## src/rtl/lsu_mem_port.sv

```systemverilog
// lsu_mem_port: single-outstanding load/store port with lane alignment, bus handshake, timeout and load extension
module lsu_mem_port #(
    parameter int DATA_W  = 32,
    parameter int ADDR_W  = 32,
    parameter int TIMEOUT = 255
) (
    input  logic                  clk,
    input  logic                  reset,
    input  logic                  req_valid,
    output logic                  req_ready,
    input  logic                  req_we,
    input  logic [1:0]            req_size,
    input  logic                  req_signed,
    input  logic [ADDR_W-1:0]     req_addr,
    input  logic [DATA_W-1:0]     req_wdata,
    output logic                  rsp_valid,
    output logic [DATA_W-1:0]     rsp_rdata,
    output logic                  rsp_err,
    output logic [1:0]            rsp_code,
    output logic                  mem_req,
    output logic                  mem_we,
    output logic [ADDR_W-1:0]     mem_addr,
    output logic [DATA_W/8-1:0]   mem_be,
    output logic [DATA_W-1:0]     mem_wdata,
    input  logic                  mem_gnt,
    input  logic                  mem_rvalid,
    input  logic [DATA_W-1:0]     mem_rdata
);
    localparam int NB = DATA_W / 8;
    localparam int OW = $clog2(NB);
    localparam int TC = (TIMEOUT > 0) ? TIMEOUT - 1 : 0;
    localparam int CW = (TIMEOUT > 1) ? $clog2(TIMEOUT) : 1;

    typedef enum logic [1:0] {IDLE, REQ, RESP} state_t;

    state_t            state;
    logic [CW-1:0]     cnt;
    logic              we_q;
    logic              sgn_q;
    logic [1:0]        size_q;
    logic [OW-1:0]     off_q;
    logic              illegal;
    logic              misaligned;
    logic              tc;
    logic              msb;
    logic [OW-1:0]     off;
    logic [NB-1:0]     be_base;
    logic [DATA_W-1:0] repl;
    logic [DATA_W-1:0] shifted;
    logic [DATA_W-1:0] lmask;
    logic [DATA_W-1:0] ext;

    assign req_ready = state == IDLE;

    // Request decode (alignment, lanes, replication) and load-data extraction from the latched access
    always_comb begin
        off        = req_addr[OW-1:0];
        illegal    = req_size == 2'd3 && DATA_W == 32;
        misaligned = (req_size == 2'd1 && req_addr[0]) ||
                     (req_size == 2'd2 && req_addr[1:0] != 2'd0) ||
                     (req_size == 2'd3 && req_addr[2:0] != 3'd0);
        be_base    = (req_size == 2'd0) ? NB'(1) :
                     (req_size == 2'd1) ? NB'(3) :
                     (req_size == 2'd2) ? NB'(15) : {NB{1'b1}};
        repl       = (req_size == 2'd0) ? {NB{req_wdata[7:0]}} :
                     (req_size == 2'd1) ? {(NB/2){req_wdata[15:0]}} :
                     (req_size == 2'd2) ? {(NB/4){req_wdata[31:0]}} : req_wdata;
        shifted    = mem_rdata >> {off_q, 3'b000};
        lmask      = ~({DATA_W{1'b1}} << (32'd8 << size_q));
        msb        = (size_q == 2'd0) ? shifted[7] :
                     (size_q == 2'd1) ? shifted[15] :
                     (size_q == 2'd2) ? shifted[31] : shifted[DATA_W-1];
        ext        = (shifted & lmask) | ({DATA_W{sgn_q & msb}} & ~lmask);
        tc         = TIMEOUT != 0 && cnt == CW'(TC);
    end

    // Access FSM: accept/reject in IDLE, hold request until grant, wait for completion or timeout
    always_ff @(posedge clk or posedge reset) begin
        if (reset) begin
            state     <= IDLE;
            cnt       <= '0;
            we_q      <= 1'b0;
            sgn_q     <= 1'b0;
            size_q    <= 2'd0;
            off_q     <= '0;
            mem_req   <= 1'b0;
            mem_we    <= 1'b0;
            mem_addr  <= '0;
            mem_be    <= '0;
            mem_wdata <= '0;
            rsp_valid <= 1'b0;
            rsp_err   <= 1'b0;
            rsp_code  <= 2'd0;
            rsp_rdata <= '0;
        end else begin
            rsp_valid <= 1'b0;
            rsp_err   <= 1'b0;
            rsp_code  <= 2'd0;
            rsp_rdata <= '0;
            case (state)
                IDLE: begin
                    cnt <= '0;
                    if (req_valid) begin
                        if (illegal || misaligned) begin
                            rsp_valid <= 1'b1;
                            rsp_err   <= 1'b1;
                            rsp_code  <= illegal ? 2'd3 : 2'd1;
                        end else begin
                            state     <= REQ;
                            we_q      <= req_we;
                            sgn_q     <= req_signed;
                            size_q    <= req_size;
                            off_q     <= off;
                            mem_req   <= 1'b1;
                            mem_we    <= req_we;
                            mem_addr  <= {req_addr[ADDR_W-1:OW], OW'(0)};
                            mem_be    <= req_we ? be_base << off : '0;
                            mem_wdata <= repl;
                        end
                    end
                end
                REQ: begin
                    cnt <= cnt + 1'b1;
                    if (tc) begin
                        state     <= IDLE;
                        mem_req   <= 1'b0;
                        rsp_valid <= 1'b1;
                        rsp_err   <= 1'b1;
                        rsp_code  <= 2'd2;
                    end else if (mem_gnt) begin
                        state   <= RESP;
                        mem_req <= 1'b0;
                    end
                end
                RESP: begin
                    cnt <= cnt + 1'b1;
                    if (mem_rvalid) begin
                        state     <= IDLE;
                        rsp_valid <= 1'b1;
                        rsp_rdata <= we_q ? '0 : ext;
                    end else if (tc) begin
                        state     <= IDLE;
                        rsp_valid <= 1'b1;
                        rsp_err   <= 1'b1;
                        rsp_code  <= 2'd2;
                    end
                end
                default: state <= IDLE;
            endcase
        end
    end
endmodule
```

## config.mk

```make
export PLATFORM = sky130hd
export DESIGN_NAME = lsu_mem_port
export DESIGN_NICKNAME = d
export VERILOG_FILES = /design/src/rtl/lsu_mem_port.sv
export SDC_FILE = /design/constraint.sdc
export NUM_CORES = 1
export LEC_CHECK = 0
export CORE_MARGIN = 2
export CORE_UTILIZATION = 38
export DETAILED_ROUTE_END_ITERATION = 8
export PLACE_DENSITY = 0.72
export RECOVER_POWER = 50
export SLEW_MARGIN = 20
export SYNTH_ARGS = -nofsm -noshare
export SYNTH_HDL_FRONTEND = slang
export SYNTH_SLANG_ARGS = --single-unit
export TNS_END_PERCENT = 1
```

## constraint.sdc

```tcl
create_clock -name clk -period 5.1 [get_ports clk]
set_input_delay 1.02 -clock clk [delete_from_list [all_inputs] [get_ports clk]]
set_output_delay 1.02 -clock clk [all_outputs]
set_load 0.01 [all_outputs]
```

==> results by stage, run 1 <==
Run status:
- The flow ran to the end, but the final reports show violations.
- The final reports fail on max-capacitance violations, max-slew violations.

Logic synthesis:
- The largest total area in the synthesized netlist belongs to sky130_fd_sc_hd__dfrtp_1.
- The sequential-to-total area share from yosys stat is between 50% and 60%.
- After Yosys synthesis, and, or, nand and nor cells account for between 10% and 20% of the synthesized area.
- The Yosys step of the flow raised 0 warnings.
- After synthesis, the largest area contributor takes up 55.0% of total cell area.
- Synthesis produced 459 cells.
- In the post-synthesis netlist, the biggest area contributors are sky130_fd_sc_hd__dfrtp_1 55%, sky130_fd_sc_hd__mux2_1 7.9%, sky130_fd_sc_hd__mux2i_1 6.3%.
- The mapped netlist covers between 5000 and 6000 um2.
- By area, the combinational part of the netlist is dominated by multiplexers.
- The share of the synthesized area in compound gates (AO/OA/AOI/OAI) is ~14%.
- The multiplexer area fraction after synthesis is 15.4%.
- The most common cell in the synthesized netlist is sky130_fd_sc_hd__dfrtp_1.
- The number of distinct library cells after synthesis is 51.
- For this run, asynchronously set or reset flops after synthesis account for 100%.
- The prevailing post-synth register cell is sky130_fd_sc_hd__dfrtp_1.
- Of the total synthesized cell area, the portion taken by full adders, half adders and majority gates is under 10%.
- The commonest cells after synthesis are 119 x sky130_fd_sc_hd__dfrtp_1, 41 x sky130_fd_sc_hd__o21ai_0, 38 x sky130_fd_sc_hd__mux2_1, 34 x sky130_fd_sc_hd__mux2i_1, 30 x sky130_fd_sc_hd__nand2_1.
- The synthesized-area fraction occupied by xor and xnor cells is less than 1%.
- The synthesized design contains 0 enable-type register cells.
- The flop and latch count out of synthesis is about 120.
- The mean post-synth cell area is 11.8 um2.

Detailed routing:
- Before antenna repair, the detailed router went through 4 iterations.
- The post-detailed-route count of antenna-violating nets is 0.
- The detail-routed net length per standard cell is around 17 um.
- The total number of vias is 4382.
- The number of remaining DRC errors is 0.
- The first routing iteration left 280 violations.
- The final routed wirelength across all metal layers is 14500 um.
- Dividing the detail-routed via count by the number of cells gives about 5.

Critical path:
- The cell seen most often among critical-path stages is sky130_fd_sc_hd__buf_4.
- The endpoint class of the critical path is a flip-flop.
- For the worst setup path, the data arrival time is about 4.2 ns.
- The worst-path maximum fanout is 37.
- The critical setup path kind is in2reg.
- The cell with the largest stage delay on the worst path is sky130_fd_sc_hd__clkbuf_1.
- The delay contributed by the slowest stage of the critical path is ~0.74 ns.
- The end of the worst register-to-register path is rsp_rdata[10].
- The critical path goes through clkdlybuf4s50_1 > clkbuf_1 > a21oi_1 > o211ai_4 > buf_4 > buf_4 > o21ai_0.
- The required time reported for the critical path endpoint is 5.37 ns.
- Measured in cells, the most critical reg-to-reg path has a length of 4.
- Setup slack on the worst reg-to-reg path comes out at ~2.6 ns.
- The startpoint of the worst register-to-register path is off_q[1].
- The kind of start point of the critical path is a primary input.

Clocking:
- The CTS buffer count is 17.
- The setup fix buffers added after clock tree synthesis is 0.
- The source-to-sink clock delay at the later pin of the worst-skew pair is between 0.4 and 0.5 ns.
- The H-tree depth is 4.
- The cell at the root of the clock tree is sky130_fd_sc_hd__clkbuf_16.
- For this design, the CTS-stage hold fixing added 0 buffers.
- The number of clock sinks is between 100 and 150.
- The clock slew seen by the registers of the worst setup and hold paths is around 0.050 ns.
- The number of buffers on the longest clock path is 2.
- After clock tree synthesis, the repair step resized 0 gates.
- TritonCTS built the clock tree.

Cells and area:
- The synthesis-to-finish area growth is 51.9%.
- After routing the design area is 8220 um2.
- The fraction of layout cells with a size suffix above 1 is 7.36%.
- The count of inserted antenna diode cells is 0.
- The net count of the finished layout is 777.

Global route:
- Entering global routing, the biggest net connects 46 pins.
- Global routing consumed, on the met3 layer, 6.18% of the routing resources.
- The via count of the first global-routing pass is between 4000 and 5000.
- The first global-routing pass estimated 22500 um of wire.
- The residual overflow from global routing is 0.
- The layer carrying the most global-route usage is met2.
- Global routing used roughly 19% of the available tracks across all layers.
- Global routing consumed, on the met1 layer, ~24% of the routing resources.
- The initial antenna violation count is 0.
- The met2 global-route usage is 31.0%.

Timing:
- Dividing the final minimum period by the clock period gives between 70% and 80%.
- Setup violations remaining at the end of the flow were counted as 0.
- The worst path meets setup with ~1.2 ns of slack.
- The clock period could shrink to between 3 and 4 ns.
- The total count of max-transition violations in the final report was 46.
- The measured slew at the worst slew-check pin is slightly above 2 ns.
- Setup repair after global routing left no endpoint under its margin.
- The final hold violation count came to 0.
- The fmax is 0.256 GHz.
- Headroom to the max-slew limit came out at -34.9%.
- The setup skew after layout is ~0.0054 ns.
- The accumulated negative setup slack is 0 ns.
- The post-route worst hold slack is around 0.48 ns.

Floorplan:
- The die area is between 15000 and 20000 um2.
- The count of standard-cell rows is between 40 and 50.
- The area of the core region is roughly 14000 um2.
- The initial core utilization is about two fifths.
- In this run the horizontal extent of the chip is between 100 and 150 um.
- In this run the count of I/O pins placed on the die edge is about 210.
- From bottom edge to top edge, the die measures 123 um.

Placed design:
- Timing analysis after detailed placement gives a worst setup slack of roughly 1.5 ns.
- At the end of routability-driven placement, the weighted congestion stood at between 0.7 and 0.8.
- Detailed placement ended at an HPWL of roughly 11000 um.
- The cell area after placement is between 7000 and 8000 um2.
- The count of buffers added on input and output ports is approximately 210.

Power:
- The reported leakage power is between 0.003 and 0.004 uW.
- The areal power density over the cells is between 500 and 600 nW/um2.
- The worst-case vdd ir drop is approximately 0.25 mV.

Min path:
- For hold timing, the worst endpoint is mem_be[0].
- The worst hold path passes through 2 cells.
- In this run the most critical hold path is launched from mem_be[0].
- The type of the tightest min-delay check is reg2reg.

Run:
- The reported max-cap violation count is 1.
kinds of logic after synthesis:
kind of cell    Yosys count
compound gates          112
xor+xnor                  1
fa+ha+maj                 6
buf+inv                  37
flops                   119
mux                      78
other cells               1
simple gates            105
routing by layer:
| metal | wire length, um | vias up |
|---|---|---|
| li1 | - | 2069 |
| met1 | 6210 | 2108 |
| met2 | 6840 | 181 |
| met3 | 1100 | 24 |
| met4 | 310 | 0 |
| met5 | 0 | - |
power by group:
part / internal, uW / leakage, uW / switching [uW]
logic: 907 / 0.00183 / 720
clock network: 847 / 0.000307 / 404
registers: 1270 / 0.00153 / 247
total: 3030 / 0.00366 / 1370
placed cells by master (no fill, tap or decap), types with 8 or more instances in the layout:
master	n
sky130_fd_sc_hd__clkdlybuf4s50_1	176
sky130_fd_sc_hd__dfrtp_1	119
sky130_fd_sc_hd__o21ai_0	41
sky130_fd_sc_hd__mux2_1	38
sky130_fd_sc_hd__mux2i_1	34
sky130_fd_sc_hd__dlygate4sd3_1	33
sky130_fd_sc_hd__nand2_1	30
sky130_fd_sc_hd__nor2_1	25
sky130_fd_sc_hd__a211oi_1	21
sky130_fd_sc_hd__clkbuf_16	17
sky130_fd_sc_hd__a21oi_1	15
sky130_fd_sc_hd__nor2b_1	10
sky130_fd_sc_hd__a21o_1	10
sky130_fd_sc_hd__nor3_1	8
sky130_fd_sc_hd__nor3b_1	8
sky130_fd_sc_hd__a221o_1	8
layout make-up:
type,count,area [um2]
sequential,119,2980
clock buffer,26,519
timing repair buffer,217,2150
tap,180,225
inverter,7,27.5
clock inverter,6,111
multi-input combinational,304,2210
fill,1143,5660
sequential cells by signal, summed over array words and instances (netlist names):
register   cells
sgn_q          1
size_q         2
rsp_rdata     32
state          2
we_q           1
mem_be         4
mem_req        1
off_q          2
cnt            8
mem_addr      30
rsp_valid      1
mem_wdata     32
rsp_code       2
rsp_err        1
stage by stage:
| stage | util [%] | total power (uW) | instances |
|---|---|---|---|
| floorplan | - | 2310 | 460 |
| global route | 59.2 | 4650 | 859 |
| CTS | 59.4 | 4460 | 859 |
| finish | 59.2 | 4400 | 859 |
| detailed placement | 54.8 | 3180 | 827 |
| global placement | 54.8 | 3130 | 827 |
critical path: cells and delay by family:
family	cells	cell delay (ns)
buf+inv	4	1.93
compound gates	3	1.21
worst max path at each step:
stage	from	to	slack (ns)	cells after the start
after floorplan	reset	cnt[0]	0.92	1
after detailed placement	req_size[0]	mem_wdata[11]	1.49	7
final	req_size[0]	mem_wdata[24]	1.19	7
after global routing	req_size[0]	mem_wdata[11]	0.94	8
after CTS	req_size[0]	mem_wdata[24]	1.93	7
after global placement	req_size[0]	mem_wdata[25]	1.58	7
Note: power is estimated with default switching activity, not from simulation.
==> inputs of run 2 (changes only) <==
--- a/config.mk
+++ b/config.mk
@@ -8,7 +8,7 @@
 export CORE_MARGIN = 2
 export CORE_UTILIZATION = 38
 export DETAILED_ROUTE_END_ITERATION = 8
-export PLACE_DENSITY = 0.72
+export PLACE_DENSITY = 0.75
 export RECOVER_POWER = 50
 export SLEW_MARGIN = 20
 export SYNTH_ARGS = -nofsm -noshare
==> constraint.sdc (replaced) <==
create_clock -name clk -period 3.3 [get_ports clk]
set_input_delay 0.66 -clock clk [delete_from_list [all_inputs] [get_ports clk]]
set_output_delay 0.66 -clock clk [all_outputs]
set_load 0.01 [all_outputs]
==> run 2 against run 1 <==
Compared with the run above:
- the flow still finishes with violations (max-capacitance violations, max-slew violations)
- wire length decreased by 2.6%
- die area unchanged
- design area increased by 0.38%
- clock skew increased by 0.0027 ns
- power increased by 55%
- final cell count unchanged
- sequential share of layout area decreased by 0.14 points
- highest routed layer unchanged
==> results by stage, run 2 (synthesized netlist as in run 1, its figures left out) <==
Clocking:
- Clock-pin slew was measured on the worst setup and hold paths at 0.05 ns.
- The setup fix buffers added after clock tree synthesis is 0.
- The tree built by TritonCTS fans out to 119 sinks.
- The clock tree synthesis step divided the H-tree into 4 levels.
- The source-to-sink clock delay at the later pin of the worst-skew pair is just over 0.4 ns.
- Buffers inserted to repair hold after CTS numbered 0.
- TritonCTS built the clock tree.
- The cell at the root of the clock tree is sky130_fd_sc_hd__clkbuf_16.
- The number of buffers on the longest clock path is 2.
- After clock tree synthesis, the repair step resized 0 gates.
- Counting the buffers created by CTS gives 17.

Critical path:
- The endpoint class of the critical path is a primary output.
- Walking the worst path, the cells encountered are inv_1 > ha_1 > clkdlybuf4s50_1.
- The slowest stage of the critical path belongs to the cell sky130_fd_sc_hd__clkdlybuf4s50_1.
- The required time reported for the critical path endpoint is between 2 and 3 ns.
- The kind of start point of the critical path is a flip-flop.
- The kind of cell with the highest combined delay along the critical path is buffers and inverters.
- In this run the worst path has a maximum fanout of 9.
- The critical setup path kind is reg2out.
- The delay contributed by the slowest stage of the critical path is roughly 0.63 ns.
- The number of buffers and inverters on the critical path is 2.
- STA puts the critical path data arrival time at 1.93 ns.

Floorplan:
- The area of the core region is between 10000 and 15000 um2.
- The die is between 100 and 150 um tall.
- The floorplan step set the die width to 123 um.
- The die covers 15200 um2.
- The I/O pin total is approximately 210.
- The initial core utilization is 39.0%.
- The count of standard-cell rows is 43.

Detailed routing:
- Once detail routing completed, the nets flagged for antenna violations numbered 0.
- The final layout contains routed wiring with a total length of roughly 14000 um.
- The pre-antenna-repair detailed-routing pass consisted of 4 iterations.
- Using the TritonRoute via totals, the vias-per-cell ratio works out to approximately 5.1.
- The routed layout has between 4000 and 5000 vias.
- In the routed design, unresolved DRC markers number 0.
- The detail-routed net length per standard cell is roughly 16 um.
- The starting DRC count in detailed routing is about 210.

Timing:
- In the final timing run, aggregate negative setup slack is 0 ns.
- For the pin with the worst max-slew slack, the measured transition is 1.61 ns.
- For this run, the top clock speed supported by timing is between 0.3 and 0.4 GHz.
- For the finished layout, the period the worst path requires is between 2 and 3 ns.
- The final hold violation count is 0.
- For the final database, setup skew stands at 0.00810 ns.
- The total count of max-transition violations in the final report is 120.
- The remaining max-slew budget at the tightest pin is -7.31%.
- The final count of negative-setup-slack endpoints is 0.
- The worst path uses between 70% and 80% of the clock period.
- Setup repair after global routing left no endpoint under its margin.

Cells and area:
- The largest registers in the layout are mem_wdata: 32 flops, rsp_rdata: 32 flops, mem_addr: 30 flops.
- The most frequent standard cell in the layout excluding fill and tap cells is sky130_fd_sc_hd__clkdlybuf4s50_1.
- The summed area of non-filler cells in the final layout is slightly above 8000 um2.
- The synthesis-to-finish area growth is 52.5%.
- Registers take 2980 um2.
- The count of inserted antenna diode cells is 0.
- The layout filler cell count is roughly 1100.
- The multi-input combinational cells in the finished layout cover a total of between 2000 and 2500 um2.
- The utilization after layout is between 50% and 60%.
- The net count of the finished layout is between 700 and 800.
- The post-route netlist has under 10% of its cells at a drive strength greater than 1.
- In the layout the commonest cells are 176 x sky130_fd_sc_hd__clkdlybuf4s50_1, 119 x sky130_fd_sc_hd__dfrtp_1, 41 x sky130_fd_sc_hd__o21ai_0.

Run:
- Max-cap violations in this run came to 1.

Min path:
- The type of the tightest min-delay check is reg2reg.

Run status:
- The flow ran to the end, but the final reports show violations.
- The final reports fail on max-capacitance violations, max-slew violations.

Power:
- For this design the static power due to leakage is 0.00368 uW.
- The areal power density over the cells is ~830 nW/um2.
- The worst-case IR drop observed on VDD is slightly below 0.4 mV.

Global route:
- The via count of the first global-routing pass is around 4300.
- The all-layer global routing usage is 19.0%.
- The largest net degree at the start of global routing is 120.
- The global-route wire length before repair is approximately 22000 um.
- The initial antenna violation count was 0.
- The residual overflow from global routing is 0.

Placed design:
- In this run the cell area measured after placement is roughly 7600 um2.
- The global placement routability congestion is 0.835.
- The detailed-placement wirelength estimate is just over 10000 um.
- The count of buffers added on input and output ports is between 200 and 250.
==> run 2: path summary, 6_finish.rpt <==
| check | startpoint | endpoint | slack [ns] | depth (start not counted) |
|---|---|---|---|---|
| hold reg to reg | mem_be[1] | mem_be[1] | 0.48 | 2 |
| max in group asynchronous | reset | mem_addr[4] | 0.94 | 3 |
| hold / removal | mem_be[1] | mem_be[1] | 0.48 | 2 |
| min in group asynchronous | reset | rsp_rdata[13] | 1.34 | 3 |
| setup / recovery | state[0] | req_ready | 0.71 | 3 |
| setup reg to reg | state[0] | rsp_rdata[30] | 0.94 | 6 |
==> run 2: cell type report <==
class,count,share of cell area (%)
sequential,119,36.1
multi-input combinational,304,26.8
timing repair buffer,217,26.2
clock buffer,22,5.75
tap,180,2.73
clock inverter,10,2.02
inverter,7,0.364
==> run 2: per-layer routing <==
metal / up-vias / track usage, % / part of all wire, %
met2: 180 / 30.0 / 46
met3: 18 / 7.61 / 9.6
li1: 2072 / - / -
met4: 0 / 6.68 / 1.5
met5: - / 0 / 0
met1: 2086 / 23.6 / 42
==> run 2: worst reg2reg max path, delay by kind of cell, from the launching register on <==
family | cells | cell delay [ns]
AO/OA/AOI/OAI | 1 | 0.15
flip-flops | 1 | 0.41
AND/OR/NAND/NOR | 3 | 1.43
buffers and inverters | 1 | 0.10
adder cells (fa/ha/maj) | 1 | 0.21
==> run 2: power by group <==
part	internal [uW]	total (uW)	switching [uW]
Combinational	1410	2570	1160
Clock	1330	1980	650
Sequential	1970	2270	299
Total	4700	6820	2110
==> run 2: through the flow <==
stage	worst slack (ns)	total power (uW)	cells	hold WS (ns)
4_1_cts	0.673	6930	859	0.483
3_5_place_dp	0.564	4910	827	0.470
3_3_place_gp	0.615	4830	827	0.464
2_1_floorplan	1.18	3570	460	0.468
5_1_grt	0.580	7230	859	0.492
6_report	0.711	6820	859	0.476
